## config.mk

```make
export PLATFORM = sky130hd
export DESIGN_NAME = csidh_result_collector
export DESIGN_NICKNAME = d
export VERILOG_FILES = /design/src/rtl/csidh_result_collector.sv
export SDC_FILE = /design/constraint.sdc
export NUM_CORES = 1
export LEC_CHECK = 0
export CAP_MARGIN = 20
export CORE_AREA = 2 2 422 424
export CTS_CLUSTER_SIZE = 30
export DETAILED_ROUTE_END_ITERATION = 8
export DIE_AREA = 0 0 424 426
export GPL_TIMING_DRIVEN = 0
export PLACE_DENSITY_LB_ADDON = 0.08
export SYNTH_ARGS = -nofsm -noshare
export SYNTH_HDL_FRONTEND = slang
export SYNTH_SLANG_ARGS = --single-unit
```

## constraint.sdc

```tcl
create_clock -name clk -period 7.6 [get_ports clk]
set_input_delay 1.52 -clock clk [delete_from_list [all_inputs] [get_ports clk]]
set_output_delay 1.52 -clock clk [all_outputs]
set_load 0.1 [all_outputs]
```

## src/rtl/csidh_result_collector.sv

```systemverilog
// Collects the LSW-first word stream of curve coefficient A, range-checks it against p
// with a fixed-length word-serial compare, and hands the result over valid/ready.
module csidh_result_collector #(
  parameter int unsigned N = 1024,
  parameter int unsigned W = 64,
  // Default only pins the top word; instantiate with the core's p.
  parameter logic [N-1:0] P = {64'h0ece55ed427012a9, {(N-64){1'b1}}}
) (
  input  logic         clk,
  input  logic         rst,
  input  logic         i_in_valid,
  input  logic [W-1:0] i_in_data,
  input  logic         i_invalid_in,
  output logic         o_key_valid,
  input  logic         i_key_ready,
  output logic [N-1:0] o_key_data,
  output logic         o_key_err,
  output logic         o_busy,
  output logic         o_drop
);

  localparam int unsigned CHUNKS = N / W;
  localparam int unsigned IW     = $clog2(CHUNKS);
  localparam logic [IW-1:0] LAST_IDX = IW'(CHUNKS - 1);

  typedef enum logic [1:0] {
    S_IDLE    = 2'd0,
    S_COLLECT = 2'd1,
    S_CMP     = 2'd2,
    S_OUT     = 2'd3
  } state_t;

  state_t        r_state;
  state_t        w_state_nxt;

  logic [W-1:0]  r_words [CHUNKS];
  logic [IW-1:0] r_cnt;
  logic [IW-1:0] r_idx;
  logic          r_lt;
  logic          r_eq;
  logic          r_inv;
  logic          r_key_valid;
  logic          r_key_err;
  logic          r_busy;
  logic          r_drop;

  logic          w_first_beat;
  logic          w_store;
  logic [IW-1:0] w_wr_idx;
  logic          w_last_beat;
  logic          w_cmp_step;
  logic          w_cmp_done;
  logic          w_handshake;
  logic          w_drop;

  logic [W-1:0]  w_a;
  logic [W-1:0]  w_b;
  logic          w_lt_nxt;
  logic          w_eq_nxt;

  // State register
  always_ff @(posedge clk) begin
    if (rst) r_state <= S_IDLE;
    else     r_state <= w_state_nxt;
  end

  // Next-state logic
  always_comb begin
    w_state_nxt = r_state;
    case (r_state)
      S_IDLE:    if (i_in_valid) w_state_nxt = S_COLLECT;
      S_COLLECT: if (i_in_valid && (r_cnt == LAST_IDX)) w_state_nxt = S_CMP;
      S_CMP:     if (r_idx == '0) w_state_nxt = S_OUT;
      S_OUT:     if (i_key_ready) w_state_nxt = S_IDLE;
      default:   w_state_nxt = S_IDLE;
    endcase
  end

  // Datapath controls decoded from state and inputs
  always_comb begin
    w_first_beat = 1'b0;
    w_store      = 1'b0;
    w_wr_idx     = r_cnt;
    w_last_beat  = 1'b0;
    w_cmp_step   = 1'b0;
    w_cmp_done   = 1'b0;
    w_handshake  = 1'b0;
    w_drop       = 1'b0;
    case (r_state)
      S_IDLE: begin
        w_first_beat = i_in_valid;
        w_store      = i_in_valid;
        w_wr_idx     = '0;
      end
      S_COLLECT: begin
        w_store     = i_in_valid;
        w_last_beat = i_in_valid && (r_cnt == LAST_IDX);
      end
      S_CMP: begin
        w_cmp_step = 1'b1;
        w_cmp_done = (r_idx == '0);
        w_drop     = i_in_valid;
      end
      S_OUT: begin
        w_handshake = i_key_ready;
        w_drop      = i_in_valid;
      end
      default: ;
    endcase
  end

  // One word-pair per cycle, MSW first; lt latches at the first differing word
  assign w_a      = r_words[r_idx];
  assign w_b      = P[r_idx*W +: W];
  assign w_lt_nxt = r_lt | (r_eq & (w_a < w_b));
  assign w_eq_nxt = r_eq & (w_a == w_b);

  always_ff @(posedge clk) begin
    if (rst) begin
      for (int i = 0; i < CHUNKS; i++) r_words[i] <= '0;
      r_cnt       <= '0;
      r_idx       <= '0;
      r_lt        <= 1'b0;
      r_eq        <= 1'b0;
      r_inv       <= 1'b0;
      r_key_valid <= 1'b0;
      r_key_err   <= 1'b0;
      r_busy      <= 1'b0;
      r_drop      <= 1'b0;
    end else begin
      if (w_store) r_words[w_wr_idx] <= i_in_data;

      if (w_first_beat) begin
        r_inv <= i_invalid_in;
        r_cnt <= IW'(1);
      end else if (w_store) begin
        r_inv <= r_inv | i_invalid_in;
        r_cnt <= r_cnt + IW'(1);
      end else if (w_handshake) begin
        r_cnt <= '0;
      end

      if (w_last_beat) begin
        r_idx <= LAST_IDX;
        r_eq  <= 1'b1;
        r_lt  <= 1'b0;
      end else if (w_cmp_step) begin
        r_idx <= r_idx - IW'(1);
        r_eq  <= w_eq_nxt;
        r_lt  <= w_lt_nxt;
      end

      if (w_cmp_done) r_key_err <= ~w_lt_nxt | r_inv;

      r_key_valid <= (w_state_nxt == S_OUT);
      r_busy      <= (w_state_nxt != S_IDLE);
      r_drop      <= w_drop;
    end
  end

  for (genvar g = 0; g < CHUNKS; g++) begin : g_pack
    assign o_key_data[g*W +: W] = r_words[g];
  end

  assign o_key_valid = r_key_valid;
  assign o_key_err   = r_key_err;
  assign o_busy      = r_busy;
  assign o_drop      = r_drop;

endmodule

```

==> summary.txt <==
Status
  • Status: finished clean

Hold path
  • Hold path startpoint: r_inv$_SDFFE_PP0P_
  • Hold depth: 2
  • Hold endpoint: r_inv$_SDFFE_PP0P_
  • Min-delay worst type: register to register

Timing
  • Setup_tns: 0 ps
  • RSZ-0062 raised after global routing: false
  • Final setup margin: 459 ps
  • Period utilization: 94.0%
  • Worst relative slew slack: 18.9%
  • Final setup viols: 0
  • Worst-margin pin slew: 1210 ps
  • Max Clk Rate: 0.140 GHz
  • Worst clock skew: 24.9 ps
  • Tmin final: 7140 ps
  • Hold Vio Cnt, Final: 0
  • Worst Hold Margin: 485 ps
  • Pins Over Slew Limit: 0

Synthesis
  • Seq/Total Area, Yosys: 65.8%
  • Cells after Synth: 3,091
  • Cell taking the most area after synthesis: edfxtp_1
  • Most common flop cell mapped by yosys: edfxtp_1
  • Post-Syn Nets: 3,198
  • Cell Area, Synth: 47,400 µm²
  • YS warnings: 0
  • Main area contributors after synthesis: edfxtp_1, and2_1, mux4_2
  • Post-synth EDFFs: 1,024
  • Async set or reset register ratio after synthesis: 0%
  • Yosys reg bits: 1,045
  • Mapped Avg Cell Area: 15.3 µm²
  • Synth unique cells: 72
  • Synth top area share: 64.9%

Placement
  • IO Port Bufs: 1,095
  • Hpwl dp: 213 mm
  • RD Place Congestion: 0.857
  • Placed Instances: 6,650
  • Placed Area: 64,100 µm²
  • Dpl ws: 250 ps

Die
  • Die area: 181,000 µm²
  • Top-level I/O count: 1,097
  • Chip Height: 426 µm
  • Initial Utilization: 26.9%
  • DIE WIDTH: 424 µm
  • Core area: 176,000 µm²
  • Row cnt: 154

Critical path
  • Max incr delay on CP: 840 ps
  • Critical-path cell with the highest stage delay: buf_1
  • Crit path DAT: 7810 ps
  • FF-to-FF setup slack: 460 ps
  • Startpoint types: register
  • Critical path class: register to register
  • Worst path cell trace: buf_6 > buf_6 > buf_4 > buf_2 > clkbuf_1 > buf_16 > buf_1 > mux4_2 > mux4_2 > ha_1 > and3_1 > nand4_1 > a22oi_1 > nand2_1 > o2111ai_1 > a31oi_1 > o211ai_2 > o41ai_2
  • Worst Path Required: 8270 ps
  • Crit-path max FO: 11
  • R2R cell count: 18
  • Worst reg2reg endpoint: r_lt$_SDFFE_PP0P_
  • Worst setup EP type: register

CTS
  • CTS Buffer Depth: 3
  • CTS tree: built
  • Clk pin slew, worst setup/hold paths: 60 ps
  • CTS buffer count: 132
  • Clock sinks: 1,045
  • Resized Gates After CTS: 0
  • Hold buffer count at CTS: 0
  • Clock latency on the worst-skew pair: 800 ps
  • Root buf cell: clkbuf_16
  • H-tree depth: 4
  • Number of setup buffers added after CTS: 0

Global routing
  • Gr usage total: 30.2%
  • Gr ovfl total: 0
  • First-pass GRT wire length: 357 mm
  • Vias in the first global route: 34,400
  • Initial antenna violation count: 41
  • Largest net degree at the start of global routing: 35

Power
  • Logic pwr share: 17.6%
  • Worst vdd ir: 0.000241 V
  • Net Sw Power: 4.95 mW
  • Clk network pwr share: 39.5%
  • Power Dens Cells: 228 nW/µm²
  • Sequential share of power: 43.0%
  • Int Pwr: 10.6 mW
  • Net switching fraction of the power: 31.9%
  • Pleak: 24.2 nW
  • Total power draw: 15.5 mW

Layout
  • Commonest non-fill, non-tap cell in the layout: clkdlybuf4s50_1
  • Design Area, Final: 68,300 µm²
  • Commonest non-fill, non-tap cells in the layout: clkdlybuf4s50_1, and2_1, edfxtp_1, clkbuf_1, mux4_2
  • Layout Area Growth over Synthesis: 44.2%
  • Final cell count without fillers: 6,906
  • Fin util: 38.8%
  • Layout Nets: 4,552
  • Layout cells sized above 1: 13.5%

Routing
  • Drt wl/cell: 40.5 µm
  • Vias: 34,900
  • Initial DRC count: 3,379
  • DRC Markers: 0
  • Drt pass-1 iters: 6
  • Via/cell ratio: 5.05
  • Final ANT Viol Nets: 0
  • Routed wire length: 280 mm

Run
  • Max-Cap Viols: 0
## area by class of cell
| class | instances | area [µm²] |
|---|---|---|
| Antenna cell | 22 | 55.1 |
| Multi-Input combinational cell | 1785 | 15300 |
| Clock inverter | 50 | 378 |
| Sequential cell | 1045 | 31200 |
| Buffer | 250 | 1140 |
| Timing Repair Buffer | 1220 | 13600 |
| Fill cell | 16700 | 107000 |
| Clock buffer | 183 | 3680 |
| Tap cell | 2340 | 2930 |
| Inverter | 11 | 41.3 |
## sequential cells by signal, indices dropped and copies added (netlist names), named ones only
name and flops:
r_eq 1, o_drop 1, o_busy 1, r_cnt 4, r_idx 4, o_key_err 1
r_words 1024, r_lt 1, r_state 2, o_key_valid 1, r_inv 1
## cell usage after synthesis (13+ instances only)
library cell	number
nor2_1	31
nand4_1	20
a22oi_1	28
nand3b_1	18
dfxtp_1	21
nand3_1	37
edfxtp_1	1024
and2_1	1030
mux2i_1	59
and3_1	21
ha_1	38
mux4_2	213
a21oi_1	30
o21ai_0	38
a31oi_1	16
nor2b_1	13
nand2_1	71
buf_2	23
o211ai_1	17
clkbuf_1	196
## cells by family after synthesis
group	Yosys count	share of synthesized area, %
buf+inv	261	2.45
xor+xnor	2	0.0370
compound gates	191	2.77
mux	276	11.5
flops	1045	65.8
simple gates	1278	16.4
fa+ha+maj	38	1.00
## how the worst max path moves through the flow
stage / start / end / slack (ps) / depth (start not counted)
2_1_floorplan: rst / r_words[9][0]$_SDFFCE_PN0P_ / 120 / 4
3_3_place_gp: i_in_valid / r_words[0][29]$_SDFFCE_PN0P_ / -10130 / 4
3_5_place_dp: register / r_lt$_SDFFE_PP0P_ / 250 / 19
4_1_cts: register / r_lt$_SDFFE_PP0P_ / 250 / 19
5_1_grt: register / r_eq$_SDFFE_PP0N_ / 200 / 18
6_report: register / r_lt$_SDFFE_PP0P_ / 460 / 18
## layer usage
layer	up-vias	share of wire [%]	track usage (%)
li1	14200	-	-
met5	-	0.013	0
met4	6	4.3	12.0
met1	18500	39	36.4
met2	1759	50	52.0
met3	384	7.2	7.18
## power by group through the flow
stage | registers (mW) | clock network [mW] | logic [mW]
5_1_grt | 6.70 | 6.40 | 2.76
3_5_place_dp | 6.79 | 0 | 2.74
3_3_place_gp | 6.92 | 0 | 2.60
6_report | 6.68 | 6.14 | 2.73
2_1_floorplan | 8.32 | 0 | 0.243
4_1_cts | 6.68 | 6.21 | 2.74
## worst max-delay path, delay by kind of cell (launching register included)
kind	cells	cell delay (ps)
multiplexers	2	950
adder cells (fa/ha/maj)	1	330
buffers and inverters	7	3240
flip-flops	1	620
AO/OA/AOI/OAI	5	1270
AND/OR/NAND/NOR	3	530
Power figures use the tool's default switching activity.
